===== config.mk =====
export PLATFORM = sky130hd
export DESIGN_NAME = ifetch_prefetch_unit
export DESIGN_NICKNAME = d
export VERILOG_FILES = /design/src/rtl/ifetch_prefetch_unit_pkg.sv /design/src/rtl/ifetch_prefetch_unit_fifo.sv /design/src/rtl/ifetch_prefetch_unit.sv
export SDC_FILE = /design/constraint.sdc
export NUM_CORES = 1
export LEC_CHECK = 0
export CAP_MARGIN = 20
export CORE_MARGIN = 1.5
export CORE_UTILIZATION = 33
export DETAILED_ROUTE_END_ITERATION = 8
export PLACE_DENSITY_LB_ADDON = 0.25
export SYNTH_ARGS = -nofsm -noshare
export SYNTH_HDL_FRONTEND = slang
export SYNTH_HIERARCHICAL = 1
export SYNTH_SLANG_ARGS = --single-unit

===== constraint.sdc =====
create_clock -name clk -period 2.5 [get_ports clk]
set_clock_uncertainty 0.15 [all_clocks]
set_input_delay 0.625 -clock clk [delete_from_list [all_inputs] [get_ports clk]]
set_output_delay 0.625 -clock clk [all_outputs]
set_load 0.02 [all_outputs]

===== src/rtl/ifetch_prefetch_unit_pkg.sv =====
// Shared definitions for the instruction prefetch unit: FSM encodings,
// PC step and the layout of a buffered fetch entry {err, pc, data}.
package ifetch_prefetch_unit_pkg;

  typedef enum logic [1:0] {
    ST_ISSUE = 2'b00,
    ST_WAIT  = 2'b01,
    ST_HALT  = 2'b10
  } state_e;

  localparam logic [31:0] PC_INC  = 32'd4;
  localparam int          ENTRY_W = 65;

  typedef struct packed {
    logic        err;
    logic [31:0] pc;
    logic [31:0] data;
  } entry_t;

  // Fetch addresses are always word aligned.
  function automatic logic [31:0] align_pc(input logic [31:0] pc);
    return {pc[31:2], 2'b00};
  endfunction

endpackage


===== src/rtl/ifetch_prefetch_unit_fifo.sv =====
// Synchronous FIFO holding fetched {err, pc, data} entries.
// Flush has priority over push and pop. The head entry is read straight
// from storage, so it is registered and zero after reset.
module ifetch_prefetch_unit_fifo
  import ifetch_prefetch_unit_pkg::*;
#(
  parameter int DEPTH = 4
) (
  input  logic                   clk,
  input  logic                   rst_n,
  input  logic                   flush,
  input  logic                   push,
  input  logic [ENTRY_W-1:0]     push_data,
  input  logic                   pop,
  output logic [$clog2(DEPTH):0] count,
  output logic [ENTRY_W-1:0]     head
);

  localparam int           PW    = $clog2(DEPTH);
  localparam logic [PW-1:0] PTR_ONE = PW'(1);
  localparam logic [PW:0]   CNT_ONE = (PW + 1)'(1);

  logic [ENTRY_W-1:0] mem_q [DEPTH];
  logic [ENTRY_W-1:0] mem_d [DEPTH];
  logic [PW-1:0]      rd_ptr_q, rd_ptr_d;
  logic [PW-1:0]      wr_ptr_q, wr_ptr_d;
  logic [PW:0]        count_q, count_d;
  logic               pop_ok;

  assign pop_ok = pop && (count_q != '0);

  // Next-state for storage, pointers and occupancy.
  always_comb begin
    mem_d    = mem_q;
    rd_ptr_d = rd_ptr_q;
    wr_ptr_d = wr_ptr_q;
    count_d  = count_q;
    if (flush) begin
      rd_ptr_d = '0;
      wr_ptr_d = '0;
      count_d  = '0;
    end else begin
      if (push) begin
        mem_d[wr_ptr_q] = push_data;
        wr_ptr_d        = wr_ptr_q + PTR_ONE;
      end
      if (pop_ok) begin
        rd_ptr_d = rd_ptr_q + PTR_ONE;
      end
      case ({push, pop_ok})
        2'b10:   count_d = count_q + CNT_ONE;
        2'b01:   count_d = count_q - CNT_ONE;
        default: count_d = count_q;
      endcase
    end
  end

  // FIFO state registers.
  always_ff @(posedge clk or negedge rst_n) begin
    if (!rst_n) begin
      for (int i = 0; i < DEPTH; i++) begin
        mem_q[i] <= '0;
      end
      rd_ptr_q <= '0;
      wr_ptr_q <= '0;
      count_q  <= '0;
    end else begin
      mem_q    <= mem_d;
      rd_ptr_q <= rd_ptr_d;
      wr_ptr_q <= wr_ptr_d;
      count_q  <= count_d;
    end
  end

  assign count = count_q;
  assign head  = mem_q[rd_ptr_q];

endmodule


===== src/rtl/ifetch_prefetch_unit.sv =====
// Instruction prefetch stage: issues single-cycle sequential fetch pulses,
// buffers returned words with their PC and serves them over valid/ready.
// A redirect flushes the buffer and restarts fetch; a response that was
// already in flight when the redirect arrived is discarded.
// Optional build macro IFETCH_PERF_CNT_EN adds fetch/stall/flush counters.
//
// state    | meaning
// ST_ISSUE | decide whether to issue the next fetch (needs a free slot)
// ST_WAIT  | one request outstanding, waiting for mem_ready
// ST_HALT  | a fetch faulted; idle until redirect
module ifetch_prefetch_unit
  import ifetch_prefetch_unit_pkg::*;
#(
  parameter logic [31:0] RESET_PC = 32'h0000_0000,
  parameter int          DEPTH    = 4
) (
  input  logic        clk,
  input  logic        rst_n,
  input  logic        redirect_valid,
  input  logic [31:0] redirect_pc,
  output logic        inst_valid,
  input  logic        inst_ready,
  output logic [31:0] inst_data,
  output logic [31:0] inst_pc,
  output logic        inst_err,
  output logic [31:0] mem_addr,
  output logic        mem_req,
  input  logic [31:0] mem_rdata,
  input  logic        mem_ready,
  input  logic        mem_error
`ifdef IFETCH_PERF_CNT_EN
  ,
  output logic [31:0] perf_fetch_cnt,
  output logic [31:0] perf_stall_cnt,
  output logic [31:0] perf_flush_cnt
`endif
);

  localparam int            CW      = $clog2(DEPTH) + 1;
  localparam logic [CW-1:0] DEPTH_C = CW'(DEPTH);

  state_e             state_q, state_d;
  logic [31:0]        fetch_pc_q, fetch_pc_d;
  logic [31:0]        mem_addr_q, mem_addr_d;
  logic               mem_req_q, mem_req_d;
  logic               discard_q, discard_d;
  logic               push, pop;
  logic [ENTRY_W-1:0] push_data;
  logic [ENTRY_W-1:0] head;
  logic [CW-1:0]      count;

  // Fetch FSM next-state; redirect overrides every state.
  always_comb begin
    state_d    = state_q;
    fetch_pc_d = fetch_pc_q;
    mem_addr_d = mem_addr_q;
    mem_req_d  = 1'b0;
    discard_d  = discard_q;
    push       = 1'b0;
    push_data  = '0;
    if (redirect_valid) begin
      fetch_pc_d = align_pc(redirect_pc);
      if ((state_q == ST_WAIT) && !mem_ready) begin
        discard_d = 1'b1;
        state_d   = ST_WAIT;
      end else begin
        discard_d = 1'b0;
        state_d   = ST_ISSUE;
      end
    end else begin
      case (state_q)
        ST_ISSUE: begin
          if (count < DEPTH_C) begin
            mem_req_d  = 1'b1;
            mem_addr_d = fetch_pc_q;
            state_d    = ST_WAIT;
          end
        end
        ST_WAIT: begin
          if (mem_ready) begin
            if (discard_q) begin
              discard_d = 1'b0;
              state_d   = ST_ISSUE;
            end else if (mem_error) begin
              push      = 1'b1;
              push_data = {1'b1, mem_addr_q, 32'h0};
              state_d   = ST_HALT;
            end else begin
              push       = 1'b1;
              push_data  = {1'b0, mem_addr_q, mem_rdata};
              fetch_pc_d = fetch_pc_q + PC_INC;
              state_d    = ST_ISSUE;
            end
          end
        end
        ST_HALT: state_d = ST_HALT;
        default: state_d = ST_ISSUE;
      endcase
    end
  end

  // Fetch FSM registers and registered memory-side outputs.
  always_ff @(posedge clk or negedge rst_n) begin
    if (!rst_n) begin
      state_q    <= ST_ISSUE;
      fetch_pc_q <= RESET_PC;
      mem_addr_q <= RESET_PC;
      mem_req_q  <= 1'b0;
      discard_q  <= 1'b0;
    end else begin
      state_q    <= state_d;
      fetch_pc_q <= fetch_pc_d;
      mem_addr_q <= mem_addr_d;
      mem_req_q  <= mem_req_d;
      discard_q  <= discard_d;
    end
  end

  // The flush wins over a pop in the redirect cycle.
  assign pop = inst_valid && inst_ready && !redirect_valid;

  ifetch_prefetch_unit_fifo #(
    .DEPTH(DEPTH)
  ) u_fifo (
    .clk      (clk),
    .rst_n    (rst_n),
    .flush    (redirect_valid),
    .push     (push),
    .push_data(push_data),
    .pop      (pop),
    .count    (count),
    .head     (head)
  );

  assign mem_req    = mem_req_q;
  assign mem_addr   = mem_addr_q;
  assign inst_valid = (count != '0);
  assign inst_err   = head[64];
  assign inst_pc    = head[63:32];
  assign inst_data  = head[31:0];

`ifdef IFETCH_PERF_CNT_EN
  logic [31:0] perf_fetch_q, perf_fetch_d;
  logic [31:0] perf_stall_q, perf_stall_d;
  logic [31:0] perf_flush_q, perf_flush_d;

  // Free-running event counters, wrapping on overflow.
  always_comb begin
    perf_fetch_d = perf_fetch_q + {31'd0, push};
    perf_stall_d = perf_stall_q + {31'd0, (state_q == ST_ISSUE) && (count == DEPTH_C)};
    perf_flush_d = perf_flush_q + {31'd0, redirect_valid};
  end

  // Performance counter registers.
  always_ff @(posedge clk or negedge rst_n) begin
    if (!rst_n) begin
      perf_fetch_q <= '0;
      perf_stall_q <= '0;
      perf_flush_q <= '0;
    end else begin
      perf_fetch_q <= perf_fetch_d;
      perf_stall_q <= perf_stall_d;
      perf_flush_q <= perf_flush_d;
    end
  end

  assign perf_fetch_cnt = perf_fetch_q;
  assign perf_stall_cnt = perf_stall_q;
  assign perf_flush_cnt = perf_flush_q;
`endif

endmodule


### Word level (Yosys, flattened, before mapping)

Index checks and enable logic that the tools add are counted.

* $add $sub $neg: 5
* magnitude comparators: 4
* equal/unequal tests: 8
* multiplexer cells: 40
* bitwise logic cells: 3
* reduce and logical (&&, ||, !) cells: 19

Operator list (count)
* two-way mux 65 bit: 8
* bitwise mux 260 bit: 1
* two-way mux 32 bit: 5
* binary-select mux 65 bit (select 2 bit): 1
* demux 65 bit (select 2 bit): 1
* adder 32 x 3 -> 32 bit, second input constant: 1
* two-way mux 2 bit: 9
* two-way mux 1 bit: 12
* nonzero test 2 bit: 4
* >= comparator 3 bit, second input constant: 2
* != test 3 bit, second input constant: 2
* NOT 2 -> 3 bit: 2
* one-hot mux 2 bit (3 select lines): 1
* one-hot mux 3 bit (2 select lines): 1
* AND reduction 2 bit: 3
* nonzero test 3 bit: 2
* logical AND 1 bit: 5
* adder 2 x 1 -> 2 bit, second input constant: 2
* equality test 2 x 1 -> 1 bit, second input constant: 2
* equality test 2 bit, second input constant: 2
* != test 2 bit, second input constant: 2
* AND reduction 4 bit: 1
* adder 3 x 1 -> 3 bit, second input constant: 1
* < comparator 3 x 1 -> 1 bit, second input constant: 1
* other kinds (7): 8

* register bits after elaboration: 335
* bits of input ports: 70
* output and inout port bits: 99
* word-level logic and storage cells: 91

### Logic depth before layout (Yosys ltp)

Gate-level depths: netlist of run 1.

* word-level depth: 7
* depth in mapped cells: 9
* gate-level depth less buffers: 8

### Hierarchy

Netlist of run 1, hierarchy kept.

Modules (own cells, without submodules)
* ifetch_prefetch_unit_fifo: instances 1, cells each 679, area each 11720.0 µm², sequential area each 6681.4 µm²
* ifetch_prefetch_unit: instances 1, cells each 359, area each 3574.7 µm², sequential area each 1601.5 µm²

### Worst setup path before layout of run 1

Ideal clock, no wire load.

* path kind: in2reg
* start: input port redirect_valid
* end: register u_fifo.count_q[1] (netlist: u_fifo/count[1])
* setup time: 82 ps
* data arrival time: 2765 ps
* required time: 2268 ps
* path slack: -497 ps
* stages: 8
* path buffers: 2
* path through: buf_1 buf_1 and3b_1 o31ai_1 nor2_1 fa_1 or3b_2 a31oi_1

* longest elaborated chain between the ends: 6
* elaborated cells between the ends (all ways): 9
* those cells by class: eq/ne: 2; mux: 3; reduce/logical: 4

RTL lines
* start, declared: line ifetch_prefetch_unit.sv:19 `input logic redirect_valid,`
* logical NOT 1 bit (*): line ifetch_prefetch_unit.sv:120 `assign pop = inst_valid && inst_ready && !redirect_valid;`
* logical AND 1 bit (*): line ifetch_prefetch_unit.sv:120
* named net pop: line ifetch_prefetch_unit.sv:47 `logic push, pop;`
* logical AND 1 bit (*): line ifetch_prefetch_unit_fifo.sv:30 `assign pop_ok = pop && (count_q != '0);`
* equality test 2 x 1 -> 1 bit or equality test 2 bit (tied branches): line ifetch_prefetch_unit_fifo.sv:50 `case ({push, pop_ok})`
* one-hot mux 3 bit (2 select lines): line ifetch_prefetch_unit_fifo.sv:50
* two-way mux 3 bit: line ifetch_prefetch_unit_fifo.sv:38 `if (flush) begin`
* end signal, assigned: line ifetch_prefetch_unit_fifo.sv:71 `count_q <= count_d;`
* end, declared: line ifetch_prefetch_unit_fifo.sv:27 `logic [PW:0] count_q, count_d;`

The timed path passes the listed nets; every way through them passes the cells marked *.
A chain may end at the register's enable or synchronous reset.

### Final worst setup path of run 1

* start: register u_fifo.rd_ptr_q[0]
* end: output port inst_pc[7]

* longest elaborated chain between the ends: 4

RTL lines
* start, declared: line ifetch_prefetch_unit_fifo.sv:25 `logic [PW-1:0] rd_ptr_q, rd_ptr_d;`
* start signal, assigned: line ifetch_prefetch_unit_fifo.sv:69 `rd_ptr_q <= rd_ptr_d;`
* NOT 2 -> 3 bit (implied by the code): line ifetch_prefetch_unit_fifo.sv:76 `assign head = mem_q[rd_ptr_q];`
* binary-select mux 65 bit (select 2 bit): line ifetch_prefetch_unit_fifo.sv:76
* two-way mux 65 bit (implied by the code) (2 in a row): line ifetch_prefetch_unit_fifo.sv:76
* end, declared: line ifetch_prefetch_unit.sv:24 `output logic [31:0] inst_pc,`

No other way between the ends. The select of a mux whose other input is x is not followed.

==> results of run 1 <==
-- per-stage QoR --
step | std cells | setup slack [ps] | instance area [µm²]
4_1_cts | 1878 | -414 | 19200
2_1_floorplan | 1047 | -96.1 | 15400
5_1_grt | 1881 | -401 | 19500
3_5_place_dp | 1799 | -358 | 18000
6_report | 1881 | -316 | 19500
3_3_place_gp | 1799 | -335 | 18000
-- where the power goes --
group	switching, mW	total, mW	internal, mW
combinational	1.02	2.09	1.06
sequential	0.329	6.04	5.71
clock	2.20	5.50	3.30
total	3.56	13.6	10.1
-- sequential cells by signal, summed over array words and instances, names as in the netlist --
name,cells
discard_q,1
mem_req,1
u_fifo/mem_q,260
state_q,2
u_fifo/rd_ptr_q,2
u_fifo/count,3
mem_addr,30
u_fifo/wr_ptr_q,2
fetch_pc_q,30
-- worst min-delay path, stage by stage --
cell	delay (ps)
sky130_fd_sc_hd__buf_2	120
sky130_fd_sc_hd__buf_4	190
sky130_fd_sc_hd__a31oi_2	50
-- layout make-up --
cell class	instances	area [µm²]	area share [%]
sequential	331	8290	42.5
multi-input combinational	641	6630	34.0
timing repair buffer	233	2560	13.1
clock buffer	58	1120	5.73
tap	600	751	3.85
clock inverter	10	119	0.610
inverter	8	30.0	0.154
-- timing repair --
item                                    4_1_cts  5_1_grt
hold buffers                                  1        0
endpoints found under the setup margin       66       66
endpoints found under the hold margin        49        0
buffers inserted                              6        0
gates cloned                                  4        3
gates resized for setup                     283       76
pin swaps                                     0        4
-- synth_stat cells, drive strengths merged, types with 12 or more instances --
library cell,count
mux2,291
buf,52
clkbuf,15
and2,68
nor4,12
nand2,41
xnor2,27
o21ai,30
nor2,18
dfrtp,331
nand3,12
mux4,65
-- logic make-up (layout without fill, tap and decap cells) --
group | Yosys count | after routing | share of synthesized area [%]
flip-flops | 331 | 331 | 54.2
AND/OR/NAND/NOR | 190 | 190 | 7.43
AO/OA/AOI/OAI | 44 | 44 | 1.66
multiplexers | 359 | 359 | 31.2
other | 1 | 10 | 0.0245
adder cells (fa/ha/maj) | 6 | 6 | 0.540
XOR/XNOR | 32 | 32 | 1.83
buffers and inverters | 75 | 309 | 3.17
-- layer usage --
metal | part of all wire (%) | track usage [%] | vias to the layer above
met4 | 1.7 | 3.75 | 8
met1 | 47 | 22.7 | 4783
li1 | - | - | 4196
met2 | 46 | 25.0 | 166
met3 | 5.6 | 4.45 | 55
met5 | 0.15 | 0 | -
-- how the worst max path moves through the flow --
| stage | startpoint | end |
|---|---|---|
| 2_1_floorplan | u_fifo/count[1] | u_fifo/count[1] |
| 3_3_place_gp | mem_ready | u_fifo/count[1] |
| 3_5_place_dp | mem_ready | u_fifo/count[1] |
| 4_1_cts | u_fifo/rd_ptr_q[0] | inst_pc[4] |
| 5_1_grt | u_fifo/rd_ptr_q[0] | inst_pc[11] |
| 6_report | u_fifo/rd_ptr_q[0] | inst_pc[7] |
==> results.md, run 1 <==
Clock tree:
- The TritonCTS clock tree is built.
- The tree built by TritonCTS fans out to 331 sinks.
- The library cell used as clock root buffer is sky130_fd_sc_hd__clkbuf_16.
- The clock-pin transition on the worst setup and hold timing paths is 60 ps.
- In this run, CTS created clock tree buffers numbering 39.
- The number of H-tree levels is 2.
- The number of buffers between clock root and the deepest sink is 3.
- The clock reaches the later pin of the worst-skew pair after 560 ps.

Die:
- The number of top-level design ports is 169.
- The vertical extent of the die is 218 µm.
- After floorplanning, the core was divided into 78 placement rows.
- The core region is 0.0456 mm².
- Once the floorplan was initialized, standard cells occupied 33.6% of the core.
- The die is 218 µm wide.
- The die area is 0.0476 mm².

Global route:
- The total overflow reported by the global router is 0.
- Global routing used 16.2% of the available tracks across all layers.
- The via count of the first global-routing pass is 9,870.
- The first global-routing pass estimated 59.2 mm of wire.
- The largest net degree at the start of global routing is 60.
- The initial antenna violation count is 4.

Status:
- The final reports fail on setup timing.
- The run finished, with violations left.

Worst setup path:
- Along the worst path, the maximum fanout reaches 5.
- The critical path goes through buf_8 -> clkbuf_16 -> mux4_2 -> buf_6.
- The number of logic stages on the critical path including buffering is 4.
- The endpoint identified for the worst register-to-register timing path is u_fifo/count[1].
- The standard cell with the maximum stage delay on the critical path is sky130_fd_sc_hd__mux4_2.
- The type of element capturing the critical path is an output pin.
- The start-to-end type of the worst setup path is reg -> out.
- The worst path arrival time is 2040 ps.
- Grouping stages by cell kind, the critical path spends the most delay in multiplexers.
- The required time of the worst setup path is 1730 ps.
- The worst setup path is launched from a register.
- The critical path contains buffers and inverters numbering 3 combined.
- The path depth of the worst reg2reg path is 7.
- For this run, the slowest stage of the critical path takes 540 ps.
- The reg2reg setup slack is 90 ps.
- The startpoint identified for the worst register-to-register timing path is u_fifo/count[1].

STA:
- Subtracting the final worst setup slack from the clock period gives 2820 ps.
- Hold is met by 332 ps.
- For this run, the top clock speed supported by timing is 0.355 GHz.
- At the pin with the least slew margin, the transition time is 532 ps.
- The count of final max-slew check failures is 0.
- The total of endpoints with negative setup slack in the final report is 65.
- Summed over all failing endpoints, the final setup total negative slack is -17,450 ps.
- The final number of hold-violating endpoints came to 0.
- The share of the cycle needed by the critical path after routing is 113%.
- Setup repair after global routing could not meet its margin everywhere.
- The setup slack after layout is -316 ps.
- The worst max-slew margin expressed relative to the limit is 64.5%.

Finish:
- The most common cell after layout, fill and taps aside is sky130_fd_sc_hd__dfrtp_1.
- In the layout the commonest cells are sky130_fd_sc_hd__dfrtp_1, sky130_fd_sc_hd__mux2_2, sky130_fd_sc_hd__mux2_1, sky130_fd_sc_hd__clkdlybuf4s50_1, sky130_fd_sc_hd__and2_1.
- The layout cell share with drive strength beyond 1 is 34.4%.
- The area added between synthesis and finish is 27.5%.
- 0 antenna diodes ended up in the layout.
- The number of fillers in the final layout is 4,166.
- The fraction of the core area covered by cells at the end of the flow is 42.8%.
- The net count of the finished layout is 1,330.

Drt:
- For this block, the initial DRC count from the detailed router was 451.
- The number of antenna-violating nets in the routed design is 0.
- The number of optimization iterations in the first detailed-route pass is 4.
- Dividing the detail-routed via count by the number of cells gives 4.90.
- The detailed-route wire length per cell is 20.0 µm.
- For this run, design rule violations remaining after detail routing come to 0.
- The total wirelength of the detailed-routed design is 37.6 mm.
- The total vias in the final route is 9,208.

Flow run:
- The number of maximum-capacitance constraint violations is 0.

Power:
- VDD sags by at most 0.000431 V.
- Summed over all cells, the static leakage comes to 9.23 nW.
- Power comes to 13.6 mW.
- The power per standard cell area is 699 mW/mm².

Place:
- The post-detailed-placement half-perimeter wirelength is 24.3 mm.
- The placer's final routability congestion estimate is 0.744.
- The count of input and output buffers is 164.

Synthesis:
- Counting flops with an async set or reset pin after synthesis yields a share of 100%.
- After synthesis, the netlist uses 54 different library cells.
- Synthesis inferred 331 register bits.
- In this run the cell area of the synthesized design comes to 0.0153 mm².
- In the post-synthesis netlist, the biggest area contributors are sky130_fd_sc_hd__dfrtp_1, sky130_fd_sc_hd__mux2_2, sky130_fd_sc_hd__mux2_1.
- The portion of the post-synthesis area used by sequential elements is 54.2%.
- In this run the mean area of a mapped cell was 14.7 µm².
- Synthesis produced a netlist whose cell count is 1,038.
- Summed over its instances, the top area cell type makes up 54.2% of the synthesized netlist area.
- The number of flops mapped to enable cells by yosys is 0.
- sky130_fd_sc_hd__dfrtp_1 takes more of the synthesized area than any other cell.
- The primary flip-flop cell chosen by synthesis mapping is sky130_fd_sc_hd__dfrtp_1.
- During synthesis, Yosys emitted a total of 6 warnings.

Worst hold path:
- The class of the most critical hold timing path is in -> reg.
- The worst hold path stage count is 3.
- The hold-critical path endpoint is u_fifo/count[1].
- The critical hold path startpoint is redirect_valid.
No activity file was read; power rests on OpenSTA's default activity.
==> inputs of run 2 (changes only) <==
CAP_MARGIN = default   (was 20)
==> results of run 2 <==
The final DEF is identical to that of run 1; final timing and power are the same.
==> inputs of run 3 (changes only) <==
HOLD_SLACK_MARGIN = 0.08   (was default)
==> results of run 3 <==
The final DEF is identical to that of run 1; final timing and power are the same.
